[src/rtl/core_sequencer_if.sv]
// Control/handshake bundle between the core sequencer and the riscv32i datapath.
// The master modport is the sequencer side; the slave modport is the datapath/memory side.
interface core_sequencer_if #(
    parameter int unsigned N_param = 32
);
    logic               en_i;
    logic               imem_ready_i;
    logic               dmem_ready_i;
    logic               illegal_i;
    logic               is_load_i;
    logic               is_store_i;
    logic               writes_rd_i;
    logic [4:0]         rd_i;
    logic               take_pc_i;
    logic [N_param-1:0] target_i;

    logic [N_param-1:0] pc_o;
    logic               imem_req_o;
    logic               ir_we_o;
    logic               dec_en_o;
    logic               alu_en_o;
    logic               dmem_req_o;
    logic               dmem_we_o;
    logic               reg_we_o;
    logic               trap_o;
    logic [2:0]         trap_cause_o;
    logic [31:0]        instret_o;
    logic [2:0]         state_o;

    modport master (
        input  en_i, imem_ready_i, dmem_ready_i, illegal_i, is_load_i, is_store_i,
               writes_rd_i, rd_i, take_pc_i, target_i,
        output pc_o, imem_req_o, ir_we_o, dec_en_o, alu_en_o, dmem_req_o, dmem_we_o,
               reg_we_o, trap_o, trap_cause_o, instret_o, state_o
    );

    modport slave (
        output en_i, imem_ready_i, dmem_ready_i, illegal_i, is_load_i, is_store_i,
               writes_rd_i, rd_i, take_pc_i, target_i,
        input  pc_o, imem_req_o, ir_we_o, dec_en_o, alu_en_o, dmem_req_o, dmem_we_o,
               reg_we_o, trap_o, trap_cause_o, instret_o, state_o
    );
endinterface

[src/rtl/core_sequencer.sv]
// Multi-cycle control FSM for the riscv32i core: owns the PC and steps each instruction
// through fetch, decode, execute, optional memory access and writeback, trapping on faults.
module core_sequencer #(
    parameter int unsigned        N_param     = 32,
    parameter logic [N_param-1:0] RESET_PC    = '0,
    parameter int unsigned        MEM_TIMEOUT = 16
) (
    input  logic              clk,
    input  logic              reset,
    core_sequencer_if.master  bus
);
    typedef enum logic [2:0] {
        StIdle      = 3'd0,
        StFetch     = 3'd1,
        StDecode    = 3'd2,
        StExecute   = 3'd3,
        StMem       = 3'd4,
        StWriteback = 3'd5,
        StTrap      = 3'd7
    } state_e;

    localparam int unsigned      CntW     = $clog2(MEM_TIMEOUT) + 1;
    localparam logic [CntW-1:0] CntLimit = CntW'(MEM_TIMEOUT - 1);

    state_e             state_q;
    logic [N_param-1:0] pc_q;
    logic [31:0]        instret_q;
    logic [2:0]         cause_q;
    logic [CntW-1:0]    cnt_q;
    logic               store_q;
    logic               misaligned;

    assign misaligned = bus.take_pc_i && (bus.target_i[1:0] != 2'b00);

    always_ff @(posedge clk or posedge reset) begin
        if (reset) begin
            state_q   <= StIdle;
            pc_q      <= RESET_PC;
            instret_q <= '0;
            cause_q   <= 3'd0;
            cnt_q     <= '0;
            store_q   <= 1'b0;
        end else begin
            case (state_q)
                StIdle: begin
                    if (bus.en_i) state_q <= StFetch;
                end
                StFetch: begin
                    // A ready arriving on the limit cycle is accepted, so test it first.
                    if (bus.imem_ready_i) begin
                        cnt_q   <= '0;
                        state_q <= StDecode;
                    end else if (cnt_q == CntLimit) begin
                        cause_q <= 3'd2;
                        state_q <= StTrap;
                    end else begin
                        cnt_q <= cnt_q + 1'b1;
                    end
                end
                StDecode: begin
                    if (bus.illegal_i) begin
                        cause_q <= 3'd1;
                        state_q <= StTrap;
                    end else begin
                        state_q <= StExecute;
                    end
                end
                StExecute: begin
                    store_q <= bus.is_store_i;
                    cnt_q   <= '0;
                    state_q <= (bus.is_load_i || bus.is_store_i) ? StMem : StWriteback;
                end
                StMem: begin
                    if (bus.dmem_ready_i) begin
                        cnt_q   <= '0;
                        state_q <= StWriteback;
                    end else if (cnt_q == CntLimit) begin
                        cause_q <= 3'd3;
                        state_q <= StTrap;
                    end else begin
                        cnt_q <= cnt_q + 1'b1;
                    end
                end
                StWriteback: begin
                    if (misaligned) begin
                        cause_q <= 3'd4;
                        state_q <= StTrap;
                    end else begin
                        pc_q      <= bus.take_pc_i ? bus.target_i : pc_q + N_param'(4);
                        instret_q <= instret_q + 32'd1;
                        state_q   <= bus.en_i ? StFetch : StIdle;
                    end
                end
                StTrap: ;
                default: state_q <= StTrap;
            endcase
        end
    end

    always_comb begin
        bus.imem_req_o = 1'b0;
        bus.ir_we_o    = 1'b0;
        bus.dec_en_o   = 1'b0;
        bus.alu_en_o   = 1'b0;
        bus.dmem_req_o = 1'b0;
        bus.dmem_we_o  = 1'b0;
        bus.reg_we_o   = 1'b0;
        bus.trap_o     = 1'b0;
        case (state_q)
            StFetch: begin
                bus.imem_req_o = 1'b1;
                bus.ir_we_o    = bus.imem_ready_i;
            end
            StDecode:  bus.dec_en_o = 1'b1;
            StExecute: bus.alu_en_o = 1'b1;
            StMem: begin
                bus.dmem_req_o = 1'b1;
                bus.dmem_we_o  = store_q;
            end
            // x0 is hardwired zero, so a write to it is dropped here.
            StWriteback: bus.reg_we_o = bus.writes_rd_i && (bus.rd_i != 5'd0) && !misaligned;
            StTrap:      bus.trap_o = 1'b1;
            default: ;
        endcase
    end

    assign bus.pc_o         = pc_q;
    assign bus.instret_o    = instret_q;
    assign bus.trap_cause_o = cause_q;
    assign bus.state_o      = state_q;
endmodule

[src/flat_wrapper.sv]
// flat-port wrapper written by rule: the top's interface ports become plain ports
module core_sequencer_flat 
#(
    parameter int unsigned        N_param     = 32,
    parameter logic [N_param-1:0] RESET_PC    = '0,
    parameter int unsigned        MEM_TIMEOUT = 16
)
  (clk, reset, bus_en_i, bus_imem_ready_i, bus_dmem_ready_i, bus_illegal_i, bus_is_load_i, bus_is_store_i, bus_writes_rd_i, bus_rd_i, bus_take_pc_i, bus_target_i, bus_pc_o, bus_imem_req_o, bus_ir_we_o, bus_dec_en_o, bus_alu_en_o, bus_dmem_req_o, bus_dmem_we_o, bus_reg_we_o, bus_trap_o, bus_trap_cause_o, bus_instret_o, bus_state_o);
  core_sequencer_if #(.N_param(N_param)) bus_i ();
  input  logic clk;
  input  logic reset;
  input wire logic [$bits(bus_i.en_i)-1:0] bus_en_i;
  input wire logic [$bits(bus_i.imem_ready_i)-1:0] bus_imem_ready_i;
  input wire logic [$bits(bus_i.dmem_ready_i)-1:0] bus_dmem_ready_i;
  input wire logic [$bits(bus_i.illegal_i)-1:0] bus_illegal_i;
  input wire logic [$bits(bus_i.is_load_i)-1:0] bus_is_load_i;
  input wire logic [$bits(bus_i.is_store_i)-1:0] bus_is_store_i;
  input wire logic [$bits(bus_i.writes_rd_i)-1:0] bus_writes_rd_i;
  input wire logic [$bits(bus_i.rd_i)-1:0] bus_rd_i;
  input wire logic [$bits(bus_i.take_pc_i)-1:0] bus_take_pc_i;
  input wire logic [$bits(bus_i.target_i)-1:0] bus_target_i;
  output wire logic [$bits(bus_i.pc_o)-1:0] bus_pc_o;
  output wire logic [$bits(bus_i.imem_req_o)-1:0] bus_imem_req_o;
  output wire logic [$bits(bus_i.ir_we_o)-1:0] bus_ir_we_o;
  output wire logic [$bits(bus_i.dec_en_o)-1:0] bus_dec_en_o;
  output wire logic [$bits(bus_i.alu_en_o)-1:0] bus_alu_en_o;
  output wire logic [$bits(bus_i.dmem_req_o)-1:0] bus_dmem_req_o;
  output wire logic [$bits(bus_i.dmem_we_o)-1:0] bus_dmem_we_o;
  output wire logic [$bits(bus_i.reg_we_o)-1:0] bus_reg_we_o;
  output wire logic [$bits(bus_i.trap_o)-1:0] bus_trap_o;
  output wire logic [$bits(bus_i.trap_cause_o)-1:0] bus_trap_cause_o;
  output wire logic [$bits(bus_i.instret_o)-1:0] bus_instret_o;
  output wire logic [$bits(bus_i.state_o)-1:0] bus_state_o;
  assign bus_i.en_i = bus_en_i;
  assign bus_i.imem_ready_i = bus_imem_ready_i;
  assign bus_i.dmem_ready_i = bus_dmem_ready_i;
  assign bus_i.illegal_i = bus_illegal_i;
  assign bus_i.is_load_i = bus_is_load_i;
  assign bus_i.is_store_i = bus_is_store_i;
  assign bus_i.writes_rd_i = bus_writes_rd_i;
  assign bus_i.rd_i = bus_rd_i;
  assign bus_i.take_pc_i = bus_take_pc_i;
  assign bus_i.target_i = bus_target_i;
  assign bus_pc_o = bus_i.pc_o;
  assign bus_imem_req_o = bus_i.imem_req_o;
  assign bus_ir_we_o = bus_i.ir_we_o;
  assign bus_dec_en_o = bus_i.dec_en_o;
  assign bus_alu_en_o = bus_i.alu_en_o;
  assign bus_dmem_req_o = bus_i.dmem_req_o;
  assign bus_dmem_we_o = bus_i.dmem_we_o;
  assign bus_reg_we_o = bus_i.reg_we_o;
  assign bus_trap_o = bus_i.trap_o;
  assign bus_trap_cause_o = bus_i.trap_cause_o;
  assign bus_instret_o = bus_i.instret_o;
  assign bus_state_o = bus_i.state_o;
  core_sequencer #(.N_param(N_param), .RESET_PC(RESET_PC), .MEM_TIMEOUT(MEM_TIMEOUT)) u_core (.clk(clk), .reset(reset), .bus(bus_i));
endmodule
[config.mk]
export PLATFORM = sky130hd
export DESIGN_NAME = core_sequencer_flat
export DESIGN_NICKNAME = d
export VERILOG_FILES = /design/src/rtl/core_sequencer_if.sv /design/src/rtl/core_sequencer.sv /design/src/flat_wrapper.sv
export SDC_FILE = /design/constraint.sdc
export NUM_CORES = 1
export LEC_CHECK = 0
export ABC_AREA = 1
export BUFFER_PORTS_ARGS = -buffer_cell sky130_fd_sc_hd__buf_2
export CORE_ASPECT_RATIO = 1.5
export CORE_UTILIZATION = 40
export CTS_BUF_LIST = sky130_fd_sc_hd__clkbuf_4 sky130_fd_sc_hd__clkbuf_8 sky130_fd_sc_hd__clkbuf_16
export DETAILED_ROUTE_END_ITERATION = 7
export GPL_TIMING_DRIVEN = 0
export PLACE_DENSITY = 0.64
export SETUP_SLACK_MARGIN = 0.15
export SLEW_MARGIN = 30
export SYNTH_ARGS = -nofsm -noshare
export SYNTH_HDL_FRONTEND = slang
export SYNTH_SLANG_ARGS = --single-unit
[constraint.sdc]
create_clock -name clk -period 2.6 [get_ports clk]
set_clock_uncertainty 0.2 [all_clocks]
set_input_delay 0.26 -clock clk [delete_from_list [all_inputs] [get_ports clk]]
set_output_delay 0.26 -clock clk [all_outputs]
set_load 0.03 [all_outputs]
# Word-level counts from Yosys, hierarchy flattened
# Index checks and enable logic that the tools add are counted.
# word_totals
register_bits	76
inputBits	47
out_inout_bits	78
wordCells	67
# op_classes
add_sub_neg	3
eq_ne	14
muxes	29
n_bitwise	2
reduce_logical	13
# op_table
cell	n
$mux W3	12
$add A32 B1 Y32 const B	1
$add A32 B3 Y32 const B	1
$mux W32	1
$pmux W3 S7	1
$mux W5	3
$pmux W5 S3	1
$pmux W3 S4	1
$mux W1	10
$eq A3 B3 Y1 const B	3
$ne A2 B2 Y1 const B	4
$reduce_and A7 Y1	1
$eq A3 B2 Y1 const B	2
$ne A2 B1 Y1 const B	3
$add A5 B1 Y5 const B	1
$eq A5 B4 Y1 const B	1
$reduce_bool A5 Y1	1
$reduce_and A2 Y1	2
$reduce_bool A4 Y1	1
$eq A3 B1 Y1 const B	1
$logic_and A1 B1 Y1	3
$logic_not A3 Y1	1
$reduce_bool A3 Y1	1
$not A1 Y1	2
other kinds (3)	3

# Depth between registers and ports, before layout
# Gate-level depths: netlist of run 1.
# depth
ltp_word	5
depth_mapped	11
ltp_nobuf	11

# Least setup slack after synthesis of run 1
# Ideal clock, no wire load.
# synth_timing
kind	register to output
startpoint	reg u_core.state_q[0], in the netlist u_core.bus.state_o[0]
endpoint	out bus_reg_we_o
t_arrival_ns	1.830
t_required_ns	2.140
setup_slack_ns	0.310
stages_incl_launch_ff	9
path_buffers	2
cell_sequence	dfrtp_1 > buf_2 > nand2_2 > nor2_4 > nand2_4 > inv_2 > buf_2 > nand2_1 > a21oi_1
# synth_via
elab_chain_len	2
# synth_lines
item	line	rtl
from (decl)	core_sequencer.sv:25	state_e state_q;
from (signal assigned)	core_sequencer.sv:37	state_q <= StIdle;
from (signal assigned)	core_sequencer.sv:46	if (bus.en_i) state_q <= StFetch;
from (signal assigned)	core_sequencer.sv:52	state_q <= StDecode;
$eq A3 B3 Y1	core_sequencer.sv:109	case (state_q)
$mux W1	core_sequencer.sv:109	
to (decl)	flat_wrapper.sv:29	output wire logic [$bits(bus_i.reg_we_o)-1:0] bus_reg_we_o;
# No other way between the ends.

# Worst setup path after layout of run 1
# Same ends and word-level chain as after synthesis.

==> results.md, run 1 <==
- Post-synth net total: 863
- Worst R2R Path Depth: 8
- Min Hold Slack: 0.00748 ns
- Routability-driven placement congestion ratio: 0.991
- Clock power frac: 0.222
- Vias in the first global route: 5271
- Switching pwr: 2950 µW
- Drc violations: 0
- Critical-path maximum fanout: 10
- H-Tree Depth: 3
- Relative slew slack: 0.595
- Area growth, synth to finish: 24.7%
- Mapped cell area: 5100 µm²
- Inserted Clock Buffers: 9
- Synth unique cells: 35
- Synthesized area per cell: 6.27 µm²
- Final ANT Viol Nets: 0
- Critical Path End: bus_reg_we_o
- WP buf/inv: 4
- Input/output buffers: 123
- CTS tree: built
- Comb power frac: 0.453
- Crit Path Category: reg -> out
- Minimum clock period: 2.32 ns
- Iter 0 DRT Violations: 217
- All-layer global routing usage: 0.253
- Post-route worst setup slack: 0.278 ns
- Net Sw Frac: 0.472
- Antenna Cells: 0
- Die X: 94.2 µm
- Yosys warning total: 0
- Register area: 1900 µm²
- Multi-input logic area: 2760 µm²
- Clock transition at path regs: 0.06 ns
- Power density over cell area: 981 nW/µm²
- DR vias/cell: 4.87
- CP delay by family, top: buffers and inverters
- Max Cap Violations: 0
- I/O pin count: 125
- DR vias: 5430
- Internal Power: 3290 µW
- Detailed placement HPWL: 12100 µm
- Instance count on the critical path: 9
- DP Worst Slack: 0.361 ns
- Post-synthesis sequential area ratio: 0.373
- Largest stage delay, worst path: 0.35 ns
- CTS Buffer Depth: 2
- Worst R2R Setup Slack: 0.43 ns
- Critical Path AT: 1.86 ns
- CP startpoint: u_core.bus.state_o[0]$_DFFE_PP0P_
- Worst path cell trace: clkbuf_4 -> nand2_2 -> nor2_4 -> nand2_4 -> inv_4 -> buf_6 -> nand2_1 -> a21oi_1 -> buf_4
- Start of the worst register-to-register path: u_core.bus.state_o[0]$_DFFE_PP0P_
- Site Rows: 50
- First-pass GRT wire length: 25700 µm
- Worst path required time: 2.14 ns
- Initial Util: 0.410
- Initial antenna violation count: 0
- Core area: 12400 µm²
- FILL cells: 1329
- Die Height: 140 µm
- Final core utilization: 0.511
- Critical path endpoint category: primary output
- CP max-delay cell: dfrtp_1
- Period Utilization, post-route: 0.893
- Worst-Skew Late Latency: 0.34 ns
- Pre-antenna DRT Iters: 5
- Outcome: complete, no violations
- Final setup viols: 0
- Max VDD drop: 0.378 mV
- Ratio of cells with drive above 1 in the final layout: 0.177
- FF-to-FF End: u_core.bus.pc_o[0]$_DFFE_PP0P_
- Die area: 13200 µm²
- Worst Max-Slew Pin Slew: 0.607 ns
- Final nets: 1006
- Flop pwr share: 0.325
- Post-Synthesis Cells: 813
- Routed WL: 15600 µm
- Unrepaired setup endpoints after global routing: no
- Fmax: 431 MHz
- LEAKAGE: 0.00343 µW
- Clock Sinks: 76
- Max-slew violations: 0
- Pin count of the biggest net entering global routing: 56
- Drt wl/cell: 14.0 µm
- FF+latch count, synth: 76
- Root buf cell: clkbuf_16
- Worst setup SP type: flip-flop
- Total grt overflow: 0
- Hold Violations, Final: 0
- Hold WC Path Type: in -> reg
-- sequential cells by signal (all words and copies together), names as in the netlist --
name and flops:
u_core.bus.state_o 3, u_core.store_q 1, u_core.cnt_q 5, u_core.bus.instret_o 32, u_core.bus.pc_o 32, u_core.bus.trap_cause_o 3
-- cell type report --
cell class / count / share of cell area
clock buffers: 11 / 0.0397
inverters: 94 / 0.0566
plain buffers: 17 / 0.0155
multi-input cells: 626 / 0.433
clock inverters: 4 / 0.0114
repair buffers: 132 / 0.114
well taps: 156 / 0.0307
flip-flops and latches: 76 / 0.299
-- repair_timing --
item	in CTS	in global routing
setup endpoints to repair	1	1
endpoints found under the hold margin	57	0
resized for setup	4	2
pin swaps	0	1
gates cloned	0	0
hold buffers	7	0
setup buffers	0	1
-- power by group through the flow --
stage | Combinational, µW | Clock (µW) | Sequential (µW)
global route | 3150 | 1460 | 2100
detailed placement | 2810 | 0 | 2050
global placement | 2770 | 0 | 2040
floorplan | 1370 | 0 | 2580
CTS | 2830 | 1420 | 2030
finish | 2830 | 1390 | 2030
-- worst min-delay path: stages --
cell       delay, ns
buf_2           0.10
a21oi_1         0.06
o2111ai_1       0.07
-- through the flow --
stage | total power [µW] | setup TNS [ns] | std cells | area, µm²
after floorplan | 3950 | 0 | 813 | 5100
after global placement | 4810 | -70.25 | 1092 | 5910
after detailed placement | 4850 | 0 | 1093 | 5940
after CTS | 6280 | 0 | 1115 | 6350
after global routing | 6710 | 0 | 1116 | 6360
final | 6240 | 0 | 1116 | 6360
-- synthesized netlist by cell type, drive strengths merged --
library cell	count	area, µm²
inv	94	353
and2	1	6.26
nor4	3	18.8
a22oi	1	7.51
nand3b	9	67.6
or2	4	25.0
buf	12	71.3
xnor2	7	61.3
o2111ai	1	8.76
dfrtp	76	1900
xor2	11	96.3
nor2	135	524
o211ai	1	7.51
nand3	49	245
clkbuf	5	18.8
nand4	6	37.5
o22ai	1	6.26
a21oi	21	109
o21ai	37	185
nand2	327	1240
ha	3	37.5
nor3	7	57.6
a31oi	1	6.26
o21bai	1	7.51
-- worst min path at each step --
stage	startpoint	endpoint	cells past startpoint
6_report	bus_illegal_i	u_core.bus.state_o[2]$_DFFE_PP0P_	3
5_1_grt	bus_illegal_i	u_core.bus.state_o[2]$_DFFE_PP0P_	3
2_1_floorplan	bus_is_store_i	u_core.store_q$_DFFE_PP0P_	2
3_3_place_gp	u_core.bus.trap_cause_o[0]$_DFFE_PP0P_	u_core.bus.trap_cause_o[0]$_DFFE_PP0P_	2
3_5_place_dp	reset	u_core.bus.pc_o[21]$_DFFE_PP0N_	2
4_1_cts	bus_illegal_i	u_core.bus.state_o[2]$_DFFE_PP0P_	3
-- metal layers --
| metal | routed length, µm | track usage | up-vias |
|---|---|---|---|
| met4 | 647 | 0.136 | 0 |
| met2 | 8140 | 0.455 | 147 |
| met3 | 699 | 0.0407 | 51 |
| li1 | - | - | 2802 |
| met1 | 6150 | 0.278 | 2430 |
| met5 | 0 | 0 | - |
-- cells by family (layout without fill, tap and decap cells) --
logic type	Yosys count	count (layout)	synth area share
AND/OR/NAND/NOR	541	541	0.436
buffers and inverters	111	258	0.0868
flip-flops	76	76	0.373
AO/OA/AOI/OAI	64	64	0.0662
XOR/XNOR	18	18	0.0309
adder cells (fa/ha/maj)	3	3	0.00736
-- placed cells by master, fill, tap and decap left out, drive strengths merged --
cell type / instances
nand2: 327
buf: 136
nor2: 135
inv: 94
dfrtp: 76
nand3: 49
o21ai: 37
a21oi: 21
clkbuf: 17
xor2: 11
nand3b: 9
xnor2: 7
dlygate4sd3: 7
nor3: 7
nand4: 6
or2: 4
nor4: 3
ha: 3
bufinv: 2
a31oi: 1
o211ai: 1
a22oi: 1
o22ai: 1
o21bai: 1
o2111ai: 1
and2: 1
clkinvlp: 1
clkinv: 1
Power figures use the tool's default switching activity.
==> inputs of run 2 (changes only) <==
--- a/config.mk
+++ b/config.mk
@@ -7,7 +7,7 @@
 export LEC_CHECK = 0
 export ABC_AREA = 1
 export BUFFER_PORTS_ARGS = -buffer_cell sky130_fd_sc_hd__buf_2
-export CORE_ASPECT_RATIO = 1.5
+export CORE_ASPECT_RATIO = 0.5
 export CORE_UTILIZATION = 40
 export CTS_BUF_LIST = sky130_fd_sc_hd__clkbuf_4 sky130_fd_sc_hd__clkbuf_8 sky130_fd_sc_hd__clkbuf_16
 export DETAILED_ROUTE_END_ITERATION = 7
==> results.md, run 2 (synthesis gave the netlist of run 1 again) <==
- Die area: 13200 µm²
- Site Rows: 28
- Clock Sinks: 76
- Start of the worst register-to-register path: u_core.bus.pc_o[2]$_DFFE_PP0N_
- Largest stage delay, worst path: 0.35 ns
- Inserted Clock Buffers: 9
- Worst path cell trace: clkbuf_4 -> nand2_2 -> nor2_4 -> nand2_4 -> inv_6 -> buf_6 -> nand2_1 -> a21oi_1 -> buf_4
- Routed WL: 15300 µm
- Crit Path Category: reg -> out
- TNS Setup: 0 ns
- Final setup viols: 0
- Iter 0 DRT Violations: 385
- CP max-delay cell: dfrtp_1
- Critical path endpoint category: primary output
- Input/output buffers: 123
- Vias in the first global route: 5013
- Critical-path maximum fanout: 10
- Fin area: 6380 µm²
- FILL cells: 1285
- Die X: 162 µm
- Min Hold Slack: 0.0162 ns
- CP startpoint: u_core.bus.state_o[0]$_DFFE_PP0P_
- Initial antenna violation count: 0
- I/O pin count: 125
- Initial Util: 0.421
- Ratio of cells with drive above 1 in the final layout: 0.177
- DR vias: 5564
- First-pass GRT wire length: 24400 µm
- Worst path required time: 2.14 ns
- Period Utilization, post-route: 0.884
- Max VDD drop: 0.374 mV
- Antenna Cells: 0
- Power density over cell area: 986 nW/µm²
- DR vias/cell: 4.95
- Critical Path End: bus_reg_we_o
- H-Tree Depth: 3
- Max-slew violations: 0
- Commonest cells after routing, fill and taps aside: nand2_1, nor2_1, buf_2, inv_1, dfrtp_1
- Final ANT Viol Nets: 0
- Critical Path AT: 1.84 ns
- Detailed placement HPWL: 11600 µm
- Hold WC Path Type: in -> reg
- Pin count of the biggest net entering global routing: 66
- CTS tree: built
- Worst R2R Path Depth: 10
- All-layer global routing usage: 0.240
- Relative slew slack: 0.636
- Minimum clock period: 2.30 ns
- FF-to-FF End: u_core.bus.pc_o[22]$_DFFE_PP0N_
- Clock transition at path regs: 0.05 ns
- CTS Buffer Depth: 2
- Drt wl/cell: 13.6 µm
- Hold Violations, Final: 0
- Most common cell after layout, fill and taps aside: nand2_1
- Pre-antenna DRT Iters: 5
- Worst R2R Setup Slack: 0.63 ns
- Max Cap Violations: 0
- Drc violations: 0
- Final nets: 1005
- Final core utilization: 0.527
- Outcome: complete, no violations
- Total grt overflow: 0
- Area growth, synth to finish: 25.2%
- Unrepaired setup endpoints after global routing: no
- Core area: 12100 µm²
- Worst-Skew Late Latency: 0.34 ns
- Routability-driven placement congestion ratio: 0.942
- Fmax: 435 MHz
- Die Height: 81.8 µm
- Worst setup SP type: flip-flop
- Area after DPL: 5950 µm²
- Root buf cell: clkbuf_16
- LEAKAGE: 0.00343 µW
- Worst Max-Slew Pin Slew: 0.546 ns
-- run 2: changes by cell type in the layout (fill, tap and decap cells not counted), sizes merged --
cell,delta
clkinv,-1
clkbuf,+2
buf,-1
-- run 2: how the worst min path moves through the flow --
stage | depth (start not counted) | slack (ns) | from | endpoint
2_1_floorplan | 2 | 0.18 | bus_is_store_i | u_core.store_q$_DFFE_PP0P_
3_3_place_gp | 2 | 0.25 | u_core.bus.trap_cause_o[0]$_DFFE_PP0P_ | u_core.bus.trap_cause_o[0]$_DFFE_PP0P_
3_5_place_dp | 2 | -0.02 | reset | u_core.bus.pc_o[20]$_DFFE_PP0N_
4_1_cts | 3 | 0.01 | bus_imem_ready_i | u_core.bus.state_o[1]$_DFFE_PP0P_
5_1_grt | 3 | 0.03 | bus_imem_ready_i | u_core.bus.state_o[1]$_DFFE_PP0P_
6_report | 3 | 0.02 | bus_imem_ready_i | u_core.bus.state_o[1]$_DFFE_PP0P_
-- run 2: critical path: cells and delay by family, from the launching register on --
family | cells | cell delay [ns]
AOI/OAI and AO/OA | 1 | 0.11
buffers and inverters | 4 | 0.63
and+or+nand+nor | 4 | 0.40
DFF | 1 | 0.35
-- run 2: timing repair --
item,4_1_cts,5_1_grt
buffers inserted,0,0
gates resized for setup,2,6
endpoints found under the hold margin,82,0
hold buffers,7,0
endpoints found under the setup margin,1,1
-- run 2: through the flow --
stage               setup WS [ns]  total power, µW  std cells
floorplan                   0.202             3950        813
global placement           -0.961             4770       1101
detailed placement          0.430             4820       1102
CTS                         0.183             6310       1125
global route                0.155             6740       1125
finish                      0.301             6290       1125
-- run 2: report_power, final --
group | leakage (µW) | internal [µW] | switching, µW
clock | 0.000165 | 931 | 529
combinational | 0.00229 | 846 | 1960
sequential | 0.000974 | 1550 | 470
-- run 2: cell type report --
| class | instances | area, µm² | share of cell area |
|---|---|---|---|
| Multi-Input combinational cell | 626 | 2760 | 0.432 |
| Sequential cell | 76 | 1900 | 0.298 |
| Timing Repair Buffer | 131 | 716 | 0.112 |
| Inverter | 94 | 363 | 0.0568 |
| Clock buffer | 13 | 274 | 0.0429 |
| Tap cell | 165 | 206 | 0.0323 |
| Buffer | 17 | 98.8 | 0.0155 |
| Clock inverter | 3 | 67.6 | 0.0106 |
-- run 2: routing by layer --
metal	vias up	track usage	wire length, µm
li1	2805	-	-
met1	2596	0.314	7340
met2	144	0.400	6970
met3	19	0.0540	787
met4	0	0.0708	230
met5	-	0	0
